===== config.mk =====
export PLATFORM = sky130hd
export DESIGN_NAME = spike_residue
export DESIGN_NICKNAME = d
export VERILOG_FILES = /design/src/rtl/spike_residue.sv
export SDC_FILE = /design/constraint.sdc
export NUM_CORES = 1
export LEC_CHECK = 0
export CAP_MARGIN = 10
export CORE_AREA = 5 5 73 75
export CTS_CLUSTER_SIZE = 16
export DETAILED_ROUTE_END_ITERATION = 7
export DIE_AREA = 0 0 78 80
export PLACE_DENSITY_LB_ADDON = 0.08
export SETUP_SLACK_MARGIN = 0.1
export SYNTH_ARGS = -nofsm -noshare
export SYNTH_HDL_FRONTEND = slang
export SYNTH_SLANG_ARGS = --single-unit

===== constraint.sdc =====
create_clock -name clk -period 3.8 [get_ports clk]
set_clock_uncertainty 0.1 [all_clocks]
set_input_delay 1.14 -clock clk [delete_from_list [all_inputs] [get_ports clk]]
set_output_delay 1.14 -clock clk [all_outputs]
set_load 0.01 [all_outputs]

===== src/rtl/spike_residue.sv =====
// -----------------------------------------------------------------------------
// spike_residue
//
// Threshold-and-fire stage of the PE neuron datapath. One unsigned membrane
// potential is accepted per input handshake and compared against THRESHOLD.
// The result forks into two independent single-entry output slots:
//   - spike   : 1 = fire, 0 = no fire
//   - residue : post-fire potential written back to the accumulator
//
// Handshake semantics (all three channels):
//   A transfer happens on a rising clock edge where valid && ready are both
//   high. A slot holds its data stable while valid is high and ready is low.
//   The input is taken only when both output slots are empty or draining in
//   the same cycle, so l_ready depends only on the output valids/readies and
//   never on l_valid or l_data.
//
// Configuration macro:
//   SPIKE_RESIDUE_RESET_ZERO_EN
//     defined   : on a spike the residue is 0 (reset-to-zero neuron)
//     undefined : on a spike the residue is l_data - THRESHOLD
//                 (reset-by-subtraction, default)
//
// Parameters:
//   WIDTH      bit width of membrane potential and residue
//   THRESHOLD  unsigned firing threshold, 1 .. 2**WIDTH-1
//
// Ports:
//   clk            clock, rising edge
//   rst_n          asynchronous active-low reset
//   l_data         incoming membrane potential
//   l_valid        producer has a potential on l_data
//   l_ready        block accepts l_data this cycle
//   spike_data     spike token (1 = fire)
//   spike_valid    spike token pending
//   spike_ready    spike consumer accepts
//   residue_data   residue token
//   residue_valid  residue token pending
//   residue_ready  residue consumer accepts
//   spike_cnt      spikes emitted since reset, wraps modulo 2**16
// -----------------------------------------------------------------------------
module spike_residue #(
    parameter int          WIDTH     = 8,
    parameter int unsigned THRESHOLD = 64
) (
    input  logic             clk,
    input  logic             rst_n,
    input  logic [WIDTH-1:0] l_data,
    input  logic             l_valid,
    output logic             l_ready,
    output logic             spike_data,
    output logic             spike_valid,
    input  logic             spike_ready,
    output logic [WIDTH-1:0] residue_data,
    output logic             residue_valid,
    input  logic             residue_ready,
    output logic [15:0]      spike_cnt
);

    // Reject a threshold that can never fire (0) or cannot be represented.
    if (THRESHOLD < 1 || longint'(THRESHOLD) > ((longint'(1) << WIDTH) - 1)) begin : g_bad_threshold
        $error("spike_residue: THRESHOLD out of range 1..2**WIDTH-1");
    end

    localparam logic [WIDTH-1:0] THR = WIDTH'(THRESHOLD);

    logic             in_xfer;
    logic             spike_xfer;
    logic             residue_xfer;
    logic             fire;
    logic [WIDTH-1:0] next_residue;

    // A slot can take a new token if it is empty or being drained this edge.
    assign l_ready      = (!spike_valid || spike_ready) && (!residue_valid || residue_ready);
    assign in_xfer      = l_valid && l_ready;
    assign spike_xfer   = spike_valid && spike_ready;
    assign residue_xfer = residue_valid && residue_ready;

    // Unsigned compare; when fire is set l_data >= THR so the subtract
    // cannot underflow.
    assign fire = (l_data >= THR);

`ifdef SPIKE_RESIDUE_RESET_ZERO_EN
    assign next_residue = fire ? '0 : l_data;
`else
    assign next_residue = fire ? (l_data - THR) : l_data;
`endif

    // Spike slot. A load on the same edge as a drain is a replace, so the
    // load branch has priority and valid stays high.
    always_ff @(posedge clk or negedge rst_n) begin
        if (!rst_n) begin
            spike_valid <= 1'b0;
            spike_data  <= 1'b0;
        end else if (in_xfer) begin
            spike_valid <= 1'b1;
            spike_data  <= fire;
        end else if (spike_xfer) begin
            spike_valid <= 1'b0;
        end
    end

    // Residue slot, same load/replace/drain behaviour as the spike slot.
    always_ff @(posedge clk or negedge rst_n) begin
        if (!rst_n) begin
            residue_valid <= 1'b0;
            residue_data  <= '0;
        end else if (in_xfer) begin
            residue_valid <= 1'b1;
            residue_data  <= next_residue;
        end else if (residue_xfer) begin
            residue_valid <= 1'b0;
        end
    end

    // Counted when the spike is produced (input transfer), not when the
    // spike consumer takes it; wraps naturally at 16 bits.
    always_ff @(posedge clk or negedge rst_n) begin
        if (!rst_n) begin
            spike_cnt <= '0;
        end else if (in_xfer && fire) begin
            spike_cnt <= spike_cnt + 16'd1;
        end
    end

endmodule


==> metrics.txt <==
die width=78 microns; Critical Path Fanout Max=3; mapped cell area=0.00119 sq mm; initial antenna violation count=0; fill count=466; crit-path leading delay family=buffers and inverters; Cells after Synth=96; LEAKAGE=0.717 nW; final worst-path cycle share=0.951; CP Data Arrival Time=2.37 ns; iteration count of the initial detailed-routing pass=4; # rows=25; first-pass GRT wire length=4.42 mm; min Tclk post-route=3.61 ns; post-synthesis sequential area ratio=0.567; endpoints failing setup=0; CP Class=primary input to output pin; routed len/inst=13.4 microns; die span in y=80 microns; total congestion overflow=0; launch point of the worst hold path=spike_cnt[15]; ANT nets after route=0; Hold Path Class=flop to flop; reg2reg end=residue_data[2]; Worst-Margin Slew=0.701 ns; nets=154; Post-CTS Resized=0; Post-Syn Nets=110; final hold vios=0; layout cells sized above 1=0.144; CTS tree=done; depth of the worst register-to-register path=3; WP data required=2.56 ns; Clk pin slew, worst setup/hold paths=0.10 ns; Mean Syn Cell Area=12.4 sq um; Slew headroom=0.530; Setup WS post-layout=0.185 ns; Worst Hold End=spike_cnt[15]; routed vias=861; WL final=2.58 mm; worst path cell trace=clkdlybuf4s50_1 > nor2b_4 > nor2_1 > clkdlybuf4s50_1; Distinct cells, synth=21; met1 usage=0.112; Slew Viols, Final=0; Hold Crit Depth=1; Buffers on Ports=40; root buf cell=clkbuf_8; htree depth=1; Power, Total=0.000788 W; Setup Buffers After CTS=0; Initial DRC Count=15; vias per cell=4.46; Max Cap Violations=0; Setup WS pre-CTS=0.192 ns; Critical R2R Launch=residue_valid; clk_lat worst skew=0.27 ns; Hold Buf Count CTS=0; Area growth syn-to-layout=42.6%; Synth Register Bits=27; ANT cells=0; core area=0.00460 sq mm; Yosys Warn Count=0; RSZ-0062 raised after global routing=false; total power per unit cell area=464 mW/mm^2; drc violations=0; Fin Setup TNS=0 ns; TritonCTS Buffers=3; routability congestion estimate=0.684; Die ar.=0.00624 sq mm; CP bufs+invs=2; GRT Resource Usage Total=0.0904; outcome=finished clean; clock sinks=27; Final HPWL DP=1.91 mm; Most Frequent Cell on Critical Path=clkdlybuf4s50_1; busiest grt layer=met2; Initial Utilization=0.259; startpoint types=primary input; # IOs=41; maximum clock frequency=277 MHz; slowest cell on the critical path=clkdlybuf4s50_1; Max stage delay on crit path=0.54 ns; maximum VDD drop=165 uV; Longest Clk Path Bufs=2; Reg2Reg Setup Slack=2.07 ns; pin count of the biggest net entering global routing=28; met2 usage=0.145; met3 Use GR=0.0293; CP endpoint kind=output pin; vias in the first global route=922
-- worst max-delay path by stage --
| stage | start | end | cells after the start |
|---|---|---|---|
| CTS | residue_ready | l_ready | 4 |
| global route | residue_ready | l_ready | 4 |
| finish | residue_ready | l_ready | 4 |
| detailed placement | residue_ready | l_ready | 4 |
| floorplan | residue_ready | l_ready | 2 |
| global placement | residue_ready | l_ready | 4 |
-- synthesized netlist by cell type (all sizes together) --
master | instances | area share
nor3b | 2 | 0.021
xor2 | 5 | 0.037
nor2b | 2 | 0.023
nand2b | 2 | 0.010
and4 | 2 | 0.015
and3 | 4 | 0.021
or3 | 1 | 0.0094
nand3 | 4 | 0.017
buf | 2 | 0.014
or2b | 1 | 0.0073
mux2 | 6 | 0.057
nand4 | 7 | 0.037
nor2 | 2 | 0.0063
o21ai | 3 | 0.013
nor3 | 3 | 0.025
dfrtp | 27 | 0.57
nand2 | 12 | 0.038
ha | 1 | 0.010
xnor2 | 10 | 0.073
-- cells in the final DEF (no fill, tap or decap), drive strengths merged, types with 2 or more instances in the layout --
cell type / n
and3: 4
and4: 2
clkbuf: 3
clkdlybuf4s50: 40
dfrtp: 27
mux2: 6
nand2: 12
nand2b: 2
nand3: 4
nand4: 7
nor2: 2
nor2b: 2
nor3: 3
nor3b: 2
o21ai: 3
xnor2: 10
xor2: 5
-- cell families (layout without fill, tap and decap cells) --
logic type                 count (synthesis)  in the layout  share of synthesized area
xor gates and xnor gates                  15             15                      0.110
muxes                                      6              6                     0.0567
AOI/OAI and AO/OA                          3              3                     0.0126
and+or+nand+nor                           42             42                      0.230
adders and majority gates                  1              1                     0.0105
DFF                                       27             27                      0.567
buffers and inverters                      2             45                     0.0136
-- layout make-up --
| class | instances | area (sq um) | area share |
|---|---|---|---|
| clock buffer | 3 | 41.3 | 0.0243 |
| clock inverter | 1 | 7.51 | 0.00442 |
| tap | 54 | 67.6 | 0.0397 |
| multi-input combinational | 67 | 500 | 0.294 |
| timing repair buffer | 41 | 408 | 0.240 |
| sequential | 27 | 676 | 0.397 |
-- state kept, by name (all words and copies together) (netlist names) --
register / flops
residue_data: 8
residue_valid: 1
spike_cnt: 16
spike_data: 1
spike_valid: 1
-- metal layers --
metal  vias to the layer above  part of all wire
li1                        417                 -
met1                       412              0.44
met2                        27              0.48
met3                         5             0.070
met4                         0             0.014
met5                         -                 0
-- where the power goes --
group | leakage, nW | total (W) | internal (W) | switching [W]
logic | 0.353 | 0.000235 | 0.000144 | 0.0000915
registers | 0.342 | 0.000390 | 0.000338 | 0.0000524
clock network | 0.0217 | 0.000163 | 0.0000743 | 0.0000888
total | 0.717 | 0.000788 | 0.000556 | 0.000233
-- through the flow --
stage	area, sq um	instances	hold WS, ns	util
finish	1700	193	0.371	0.370
floorplan	1190	96	0.408	-
global placement	1650	189	0.362	0.359
global route	1700	193	0.425	0.370
detailed placement	1650	189	0.366	0.359
CTS	1700	193	0.381	0.370
-- worst reg2reg max path: cells and delay by family (launching register included) --
family	cells	cell delay (ns)
flip-flops	1	0.38
AND/OR/NAND/NOR	2	0.75
multiplexers	1	0.40
No activity file was read; power rests on OpenSTA's default activity.
